File: src/rtl/multi_digit_lock.sv
// Multi-digit combination lock: N-digit entry, try counter with timed alarm
// lockout, atomic code reprogramming while open, optional auto-relock.
module multi_digit_lock #(
   parameter int DIGIT_W        = 4,
   parameter int N_DIGITS       = 4,
   parameter int MAX_TRIES      = 3,
   parameter int LOCKOUT_CYCLES = 1000,
   parameter int RELOCK_CYCLES  = 0,
   parameter logic [N_DIGITS*DIGIT_W-1:0] RESET_CODE = '0,
   localparam int IDX_W = $clog2(N_DIGITS+1),
   localparam int TRY_W = $clog2(MAX_TRIES+1)
) (
   input  logic               clock,
   input  logic               reset,
   input  logic [DIGIT_W-1:0] digit,
   input  logic               enter,
   input  logic               change,
   output logic [1:0]         status,
   output logic               open,
   output logic               alarm,
   output logic               new_mode,
   output logic [IDX_W-1:0]   digit_idx,
   output logic [TRY_W-1:0]   tries_left
);

   localparam int TMR_MAX = (LOCKOUT_CYCLES > RELOCK_CYCLES) ?
                            LOCKOUT_CYCLES : RELOCK_CYCLES;
   localparam int TMR_W   = $clog2(TMR_MAX+1);
   localparam int CODE_W  = N_DIGITS*DIGIT_W;

   // Encoding doubles as the status output
   typedef enum logic [1:0] {
      S_LOCKED = 2'b00,
      S_ALARM  = 2'b01,
      S_NEW    = 2'b10,
      S_OPEN   = 2'b11
   } state_e;

   state_e              state_q, state_d;
   logic [CODE_W-1:0]   code_q, code_d;
   logic [CODE_W-1:0]   shadow_q, shadow_d;
   logic [IDX_W-1:0]    idx_q, idx_d;
   logic                flag_q, flag_d;
   logic [TRY_W-1:0]    tries_q, tries_d;
   logic [TMR_W-1:0]    tmr_q, tmr_d;

   logic [DIGIT_W-1:0]  cur_digit;
   logic                last;
   logic                miss;
   logic [IDX_W-1:0]    idx_inc;
   logic [TRY_W-1:0]    tries_dec;
   logic [TMR_W-1:0]    tmr_dec;

   always_comb begin
      cur_digit = '0;
      for (int i = 0; i < N_DIGITS; i++) begin
         if (idx_q == IDX_W'(i)) cur_digit = code_q[i*DIGIT_W +: DIGIT_W];
      end
   end

   assign last      = (idx_q == IDX_W'(N_DIGITS-1));
   assign miss      = (digit != cur_digit);
   assign idx_inc   = last ? idx_q : idx_q + 1'b1;
   assign tries_dec = (tries_q == '0) ? '0 : tries_q - 1'b1;
   assign tmr_dec   = (tmr_q == '0) ? '0 : tmr_q - 1'b1;

   always_comb begin
      state_d  = state_q;
      code_d   = code_q;
      shadow_d = shadow_q;
      idx_d    = idx_q;
      flag_d   = flag_q;
      tries_d  = tries_q;
      tmr_d    = tmr_q;
      unique case (state_q)
         S_LOCKED: begin
            if (change) begin
               idx_d  = '0;
               flag_d = 1'b0;
            end else if (enter) begin
               if (last) begin
                  idx_d  = '0;
                  flag_d = 1'b0;
                  if (!(flag_q || miss)) begin
                     state_d = S_OPEN;
                     tries_d = TRY_W'(MAX_TRIES);
                     tmr_d   = TMR_W'(RELOCK_CYCLES);
                  end else begin
                     tries_d = tries_dec;
                     if (tries_dec == '0) begin
                        state_d = S_ALARM;
                        tmr_d   = TMR_W'(LOCKOUT_CYCLES);
                     end
                  end
               end else begin
                  idx_d  = idx_inc;
                  flag_d = flag_q | miss;
               end
            end
         end
         S_OPEN: begin
            if (change) begin
               state_d = S_NEW;
               idx_d   = '0;
            end else if (enter) begin
               state_d = S_LOCKED;
            end else if (RELOCK_CYCLES > 0) begin
               if (tmr_q <= TMR_W'(1)) begin
                  state_d = S_LOCKED;
                  tmr_d   = '0;
               end else begin
                  tmr_d = tmr_dec;
               end
            end
         end
         S_NEW: begin
            if (change) begin
               state_d = S_OPEN;
               idx_d   = '0;
               tmr_d   = TMR_W'(RELOCK_CYCLES);
            end else if (enter) begin
               for (int i = 0; i < N_DIGITS; i++) begin
                  if (idx_q == IDX_W'(i)) shadow_d[i*DIGIT_W +: DIGIT_W] = digit;
               end
               if (last) begin
                  code_d  = shadow_d;
                  state_d = S_LOCKED;
                  idx_d   = '0;
               end else begin
                  idx_d = idx_inc;
               end
            end
         end
         S_ALARM: begin
            idx_d = '0;
            if (tmr_q <= TMR_W'(1)) begin
               state_d = S_LOCKED;
               tries_d = TRY_W'(MAX_TRIES);
               tmr_d   = '0;
            end else begin
               tmr_d = tmr_dec;
            end
         end
         default: state_d = S_LOCKED;
      endcase
   end

   always_ff @(posedge clock) begin
      if (reset) begin
         state_q  <= S_LOCKED;
         code_q   <= RESET_CODE;
         shadow_q <= '0;
         idx_q    <= '0;
         flag_q   <= 1'b0;
         tries_q  <= TRY_W'(MAX_TRIES);
         tmr_q    <= '0;
      end else begin
         state_q  <= state_d;
         code_q   <= code_d;
         shadow_q <= shadow_d;
         idx_q    <= idx_d;
         flag_q   <= flag_d;
         tries_q  <= tries_d;
         tmr_q    <= tmr_d;
      end
   end

   assign status     = state_q;
   assign open       = (state_q == S_OPEN);
   assign alarm      = (state_q == S_ALARM);
   assign new_mode   = (state_q == S_NEW);
   assign digit_idx  = idx_q;
   assign tries_left = tries_q;

endmodule

File: config.mk
export PLATFORM = sky130hd
export DESIGN_NAME = multi_digit_lock
export DESIGN_NICKNAME = d
export VERILOG_FILES = /design/src/rtl/multi_digit_lock.sv
export SDC_FILE = /design/constraint.sdc
export NUM_CORES = 1
export LEC_CHECK = 0
export BUFFER_PORTS_ARGS = -buffer_cell sky130_fd_sc_hd__buf_2
export CAP_MARGIN = 40
export CORE_ASPECT_RATIO = 1.25
export CORE_MARGIN = 5
export CORE_UTILIZATION = 45
export CTS_CLUSTER_DIAMETER = 40
export DETAILED_ROUTE_END_ITERATION = 12
export HOLD_SLACK_MARGIN = 0.03
export SYNTH_ARGS = -nofsm -noshare
export SYNTH_HDL_FRONTEND = slang
export SYNTH_SLANG_ARGS = --single-unit
File: constraint.sdc
create_clock -name clock -period 3 [get_ports clock]
set_input_delay 0.3 -clock clock [delete_from_list [all_inputs] [get_ports clock]]
set_output_delay 0.3 -clock clock [all_outputs]
set_load 0.02 [all_outputs]
# Word-level counts from Yosys, hierarchy flattened
# Cells that the tools add are included.
[classes]
addsub = 3
magnitude_cmp = 1
reduce_logical = 17
n_div = 0
n_mux = 44
mul = 0
bitwise = 2
eq_ne = 18
shifts = 0
[ops]
columns = ["cell", "count"]
rows = [
  ["$mux 10", 8],
  ["$mux 2", 17],
  ["$mux 4", 8],
  ["$pmux 10 s3", 1],
  ["$mux 3", 4],
  ["$le 10x1->1 const B", 1],
  ["$logic_not 10->1", 1],
  ["$ne 2x2->1 const B", 5],
  ["$sub 10x1->10 const B", 1],
  ["$ne 3x3->1 const B", 3],
  ["$pmux 3 s3", 1],
  ["$pmux 2 s4", 1],
  ["$reduce_and 8->1", 1],
  ["$eq 3x2->1 const B", 2],
  ["$logic_not 2->1", 3],
  ["$reduce_and 6->1", 1],
  ["$reduce_and 5->1", 1],
  ["$eq 2x2->1 const B", 2],
  ["$ne 4x4->1", 1],
  ["$pmux 2 s2", 1],
  ["$reduce_and 2->1", 2],
  ["$reduce_and 4->1", 1],
  ["$reduce_bool 2->1", 2],
  ["$add 3x1->3 const B", 1],
  ["14 further kinds", 16],
]
[word_totals]
output_inout_bits = 10
mem_bits_ro = 0
mem_bits_rw = 0
input_bits = 8
reg_bits = 50
latchBits = 0
elab_cells = 92
memories = 0

# Depth between registers and ports, before layout
[logic_depth]
word_depth = 12
mapped_depth = 11
ltp_nobuf = 9

# Least setup slack after synthesis
# Ideal clock, no wire load.
[synth_timing]
path_type = "reg2reg"
start = "reg idx_q[0] (netlist: digit_idx[0])"
end = "reg tmr_q[3]"
synth_period_minus_slack_ps = 2588
t_arrival_ps = 2469
setup_time_ps = 119
path_slack_ps = 412
path_buffers = 1
path_stages_with_launch = 11
required_ps = 2881
cell_sequence = "dfxtp_1 inv_1 ha_1 buf_2 a21oi_1 a2111oi_0 or4_4 a21oi_2 a22o_2 nand2_1 o221a_2"
[synth_via]
elab_chain_len = 12
word_cells_on_any_way = 18
cone_classes = "6 x eq/ne; 9 x mux; 3 x reduce/logical"
[synth_rtl]
columns = ["element", "line", "source"]
rows = [
  ["start, declared", "42", "logic [IDX_W-1:0] idx_q, idx_d;"],
  ["start signal, assigned", "161", "idx_q <= idx_d;"],
  ["$logic_not 3->1", "57", "if (idx_q == IDX_W'(i)) cur_digit = code_q[i*DIGIT_W +: DIGIT_W];"],
  ["$mux 4 (4 in a row)", "57", ""],
  ["$ne 4x4->1", "62", "assign miss = (digit != cur_digit);"],
  ["$logic_or 1x1->1", "84", "if (!(flag_q || miss)) begin"],
  ["$mux 10", "84", ""],
  ["$mux 10", "81", "if (last) begin"],
  ["$mux 10", "80", "end else if (enter) begin"],
  ["$mux 10", "77", "if (change) begin"],
  ["$pmux 10 s3", "75", "unique case (state_q)"],
  ["end signal, assigned", "164", "tmr_q <= tmr_d;"],
  ["end, declared", "45", "logic [TMR_W-1:0] tmr_q, tmr_d;"],
]
# Parallel ways exist; a longest one is shown, timed or not. The select of a mux whose other input is x is not followed.
# A chain may end at the register's enable or synchronous reset.

# Worst setup path in the final report
[layout_timing]
start = "reg idx_q[0] (netlist: digit_idx[0])"
end = "reg tmr_q[5]"
# Same word-level chain as after synthesis.

==> impl_metrics.csv <==
group,metric,value,unit
logic_synthesis,synth_edf_count,0,
cells_and_area,areaGrowthSynthToFinish,8.229,%
logic_synthesis,synth_seq_area_share,35.42,%
worst_setup_path,r2r_slack,270,ps
timing,report.final.hold_viol_count,0,
routing,drc,0,
floorplan,initial_utilization,45.60,%
worst_setup_path,arrival,2930,ps
worst_setup_path,worstPathMaxFanout,12,
routing,wire_per_inst,14.97,microns
outcome,status,"finished, final reports clean",
clock_tree,h-tree-depth,2,
routing,viasPerCell,5.639,
routing,drtAntennaViolNets,0,
floorplan,io_pins,18,
logic_synthesis,synthArstFlopShare,0,%
global_routing,antenna_found_initial,0,
cells_and_area,register_area,920.9,sq um
cells_and_area,multiInputGateArea,1525,sq um
clock_tree,cts.sinks,46,
worst_setup_path,ff2ff_path_depth,9,
clock_tree,cts.path.max_buffers,2,
power_and_ir_drop,irDropWorstVdd,0.0002576,V
floorplan,die_h,94.99,microns
logic_synthesis,yosys.area.top_type,"dfxtp_1",
power_and_ir_drop,power.density,386.6,nW/um^2
global_routing,grt_pass1_wl,10180,microns
clock_tree,cts_resized,0,
logic_synthesis,yosys_most_used_dff,"dfxtp_1",
timing,setup_tns,0,ps
global_routing,grt.overflow.total,0,
logic_synthesis,ys.warnings.count,0,
global_routing,grt_util_all_layers,16.99,%
placement,portBuffers,17,
timing,skew,2.956,ps
clock_tree,tritoncts,"built",
clock_tree,path_clk_slew,80,ps
worst_hold_path,worstHoldPathType,"in2reg",
routing,vias,2216,
cells_and_area,nNetsFinal,344,
worst_setup_path,cp.required,3200,ps
logic_synthesis,syn-cell-area,2600,sq um
routing,route.met2.wl,2988,microns
floorplan,die_w,77.99,microns
clock_tree,cts_buffers,5,
placement,dp_hpwl,4299,microns
worst_setup_path,endpoint_kind,"flip-flop",
timing,whs,351.0,ps
global_routing,grt_max_degree,29,
logic_synthesis,yosys-top-cells-area,"dfxtp_1 (35%), mux2i_1 (9.2%), nor2_1 (6.8%)",
placement,routabilityCongestion,0.9048,
worst_hold_path,min_to,"flag_q$_SDFFE_PP0P_",
logic_synthesis,synth_common_cells,"nor2_1 (47), dfxtp_1 (46), a21oi_1 (29)",
logic_synthesis,netlist_instances,320,
logic_synthesis,yosysMostFrequentCell,"nor2_1",
timing,worstMarginPinSlew,576.2,ps
worst_setup_path,r2r-end,"tmr_q[5]$_SDFFE_PP0P_",
clock_tree,clockRootBuffer,"clkbuf_8",
worst_setup_path,crit_path_start_kind,"flip-flop",
logic_synthesis,synth_top_area_share,35.42,%
worst_setup_path,reg2reg_from,"digit_idx[0]$_SDFFE_PP0P_",
floorplan,design.core.area,5702,sq um
routing,totalWireLength,5882,microns
cells_and_area,stdcell_count,393,
logic_synthesis,syn_nets,338,
cells_and_area,num-fill-cells,597,
logic_synthesis,ys_seq_elements,46,
global_routing,grt_pass1_vias,2041,
cells_and_area,drive_above_1_share,12.84,%
power_and_ir_drop,p_leak,1.061,nW
worst_setup_path,crit_type,"reg2reg",
routing,highest_layer,"met4",
floorplan,row_count,31,
routing,met1Wirelength,2592,microns
worst_hold_path,min_path_cells,4,
timing,rsz0062_at_grt,"no",
cells_and_area,diodes,0,
clock_tree,cts_hold_buf,0,
cells_and_area,fin_area,2814,sq um
routing,drtIter0Drc,77,
timing,setup_viol,0,
timing,fmax,0.3662,GHz
placement,place_area,2719,sq um
placement,dp.cells,385,
clock_tree,clock_latency,300,ps
timing,period_share,91.02,%
timing,fin_crit,2731,ps
routing,dr_wl_met3,194,microns
clock_tree,postCtsSetupBuffers,0,
logic_synthesis,synth.distinct_cells,48,
flow_run,maxCapViolations,0,
timing,slew_viol_final,0,
routing,first_pass_iters,4,
floorplan,dieArea,7407,sq um
logic_synthesis,syn_area_per_cell,8.125,sq um
timing,relSlewSlack,61.23,%
worst_hold_path,hp-start,"enter",
## worst max-delay path, stage by stage, from the launching register on
cell and delay [ps]:
dfxtp_1 420, inv_1 90, ha_1 330, a21oi_1 200, a2111oi_0 120, or4_4 580
a21oi_2 190, a22o_2 240, nand2_1 150, o221a_2 310
## worst max path at each step
stage	startpoint	to	slack [ps]
3_3_place_gp	digit_idx[0]$_SDFFE_PP0P_	tmr_q[2]$_SDFFE_PP0P_	390
5_1_grt	digit_idx[0]$_SDFFE_PP0P_	tmr_q[2]$_SDFFE_PP0P_	4
4_1_cts	digit_idx[0]$_SDFFE_PP0P_	tmr_q[7]$_SDFFE_PP0P_	280
2_1_floorplan	digit_idx[0]$_SDFFE_PP0P_	tmr_q[3]$_SDFFE_PP0P_	410
3_5_place_dp	digit_idx[0]$_SDFFE_PP0P_	tmr_q[7]$_SDFFE_PP0P_	320
6_report	digit_idx[0]$_SDFFE_PP0P_	tmr_q[5]$_SDFFE_PP0P_	270
## cell type report
type | instances | share of cell area, %
inverter | 16 | 2.134
sequential | 46 | 32.73
clock inverter | 2 | 0.4446
timing repair buffer | 23 | 4.624
clock buffer | 6 | 2.935
tap | 66 | 2.935
multi-input combinational | 234 | 54.20
## cell families after synthesis
family,Yosys count,synth area share (%)
AND/OR/NAND/NOR,115,22.04
XOR/XNOR,3,1.011
flip-flops,46,35.42
AO/OA/AOI/OAI,82,21.56
multiplexers,24,9.240
buffers and inverters,40,5.919
adder cells (fa/ha/maj),10,4.812
## flip-flops by register name, summed over array words and instances (netlist names)
signal      cells
status          2
flag_q          1
code_q         16
shadow_q       12
digit_idx       3
tries_left      2
tmr_q          10
## power by group
part	switching [mW]	internal, mW
clock network	0.214	0.185
registers	0.00175	0.611
logic	0.0481	0.0269
total	0.264	0.824
## metal layers
metal,global-route usage (%),up-vias
li1,-,1153
met2,30.08,31
met4,5.634,0
met5,0,-
met3,3.435,8
met1,20.40,1024
## through the flow
| stage | power (mW) | setup slack [ps] | util [%] |
|---|---|---|---|
| 5_1_grt | 1.134 | 4.438 | 49.35 |
| 3_3_place_gp | 0.7030 | 393.4 | 47.68 |
| 6_report | 1.088 | 269.4 | 49.35 |
| 4_1_cts | 1.105 | 279.9 | 49.35 |
| 3_5_place_dp | 0.7035 | 320.3 | 47.68 |
| 2_1_floorplan | 0.6824 | 412.4 | - |
## cell usage in the layout (no fill, tap or decap), types with 3 or more instances in the layout
cell,n
nand2b_1,3
a211oi_1,13
o221a_2,5
a2111oi_0,3
o2111ai_1,3
nor2_1,47
inv_1,16
or3_1,4
buf_2,17
mux2i_1,24
clkbuf_8,6
buf_4,6
a22oi_1,4
ha_1,10
nor3_1,7
nor2b_1,12
nand3_1,4
and3_1,7
dfxtp_1,46
nand3b_1,3
o21ai_0,10
nand2_1,16
a21oi_1,29
Note: power is estimated with default switching activity, not from simulation.
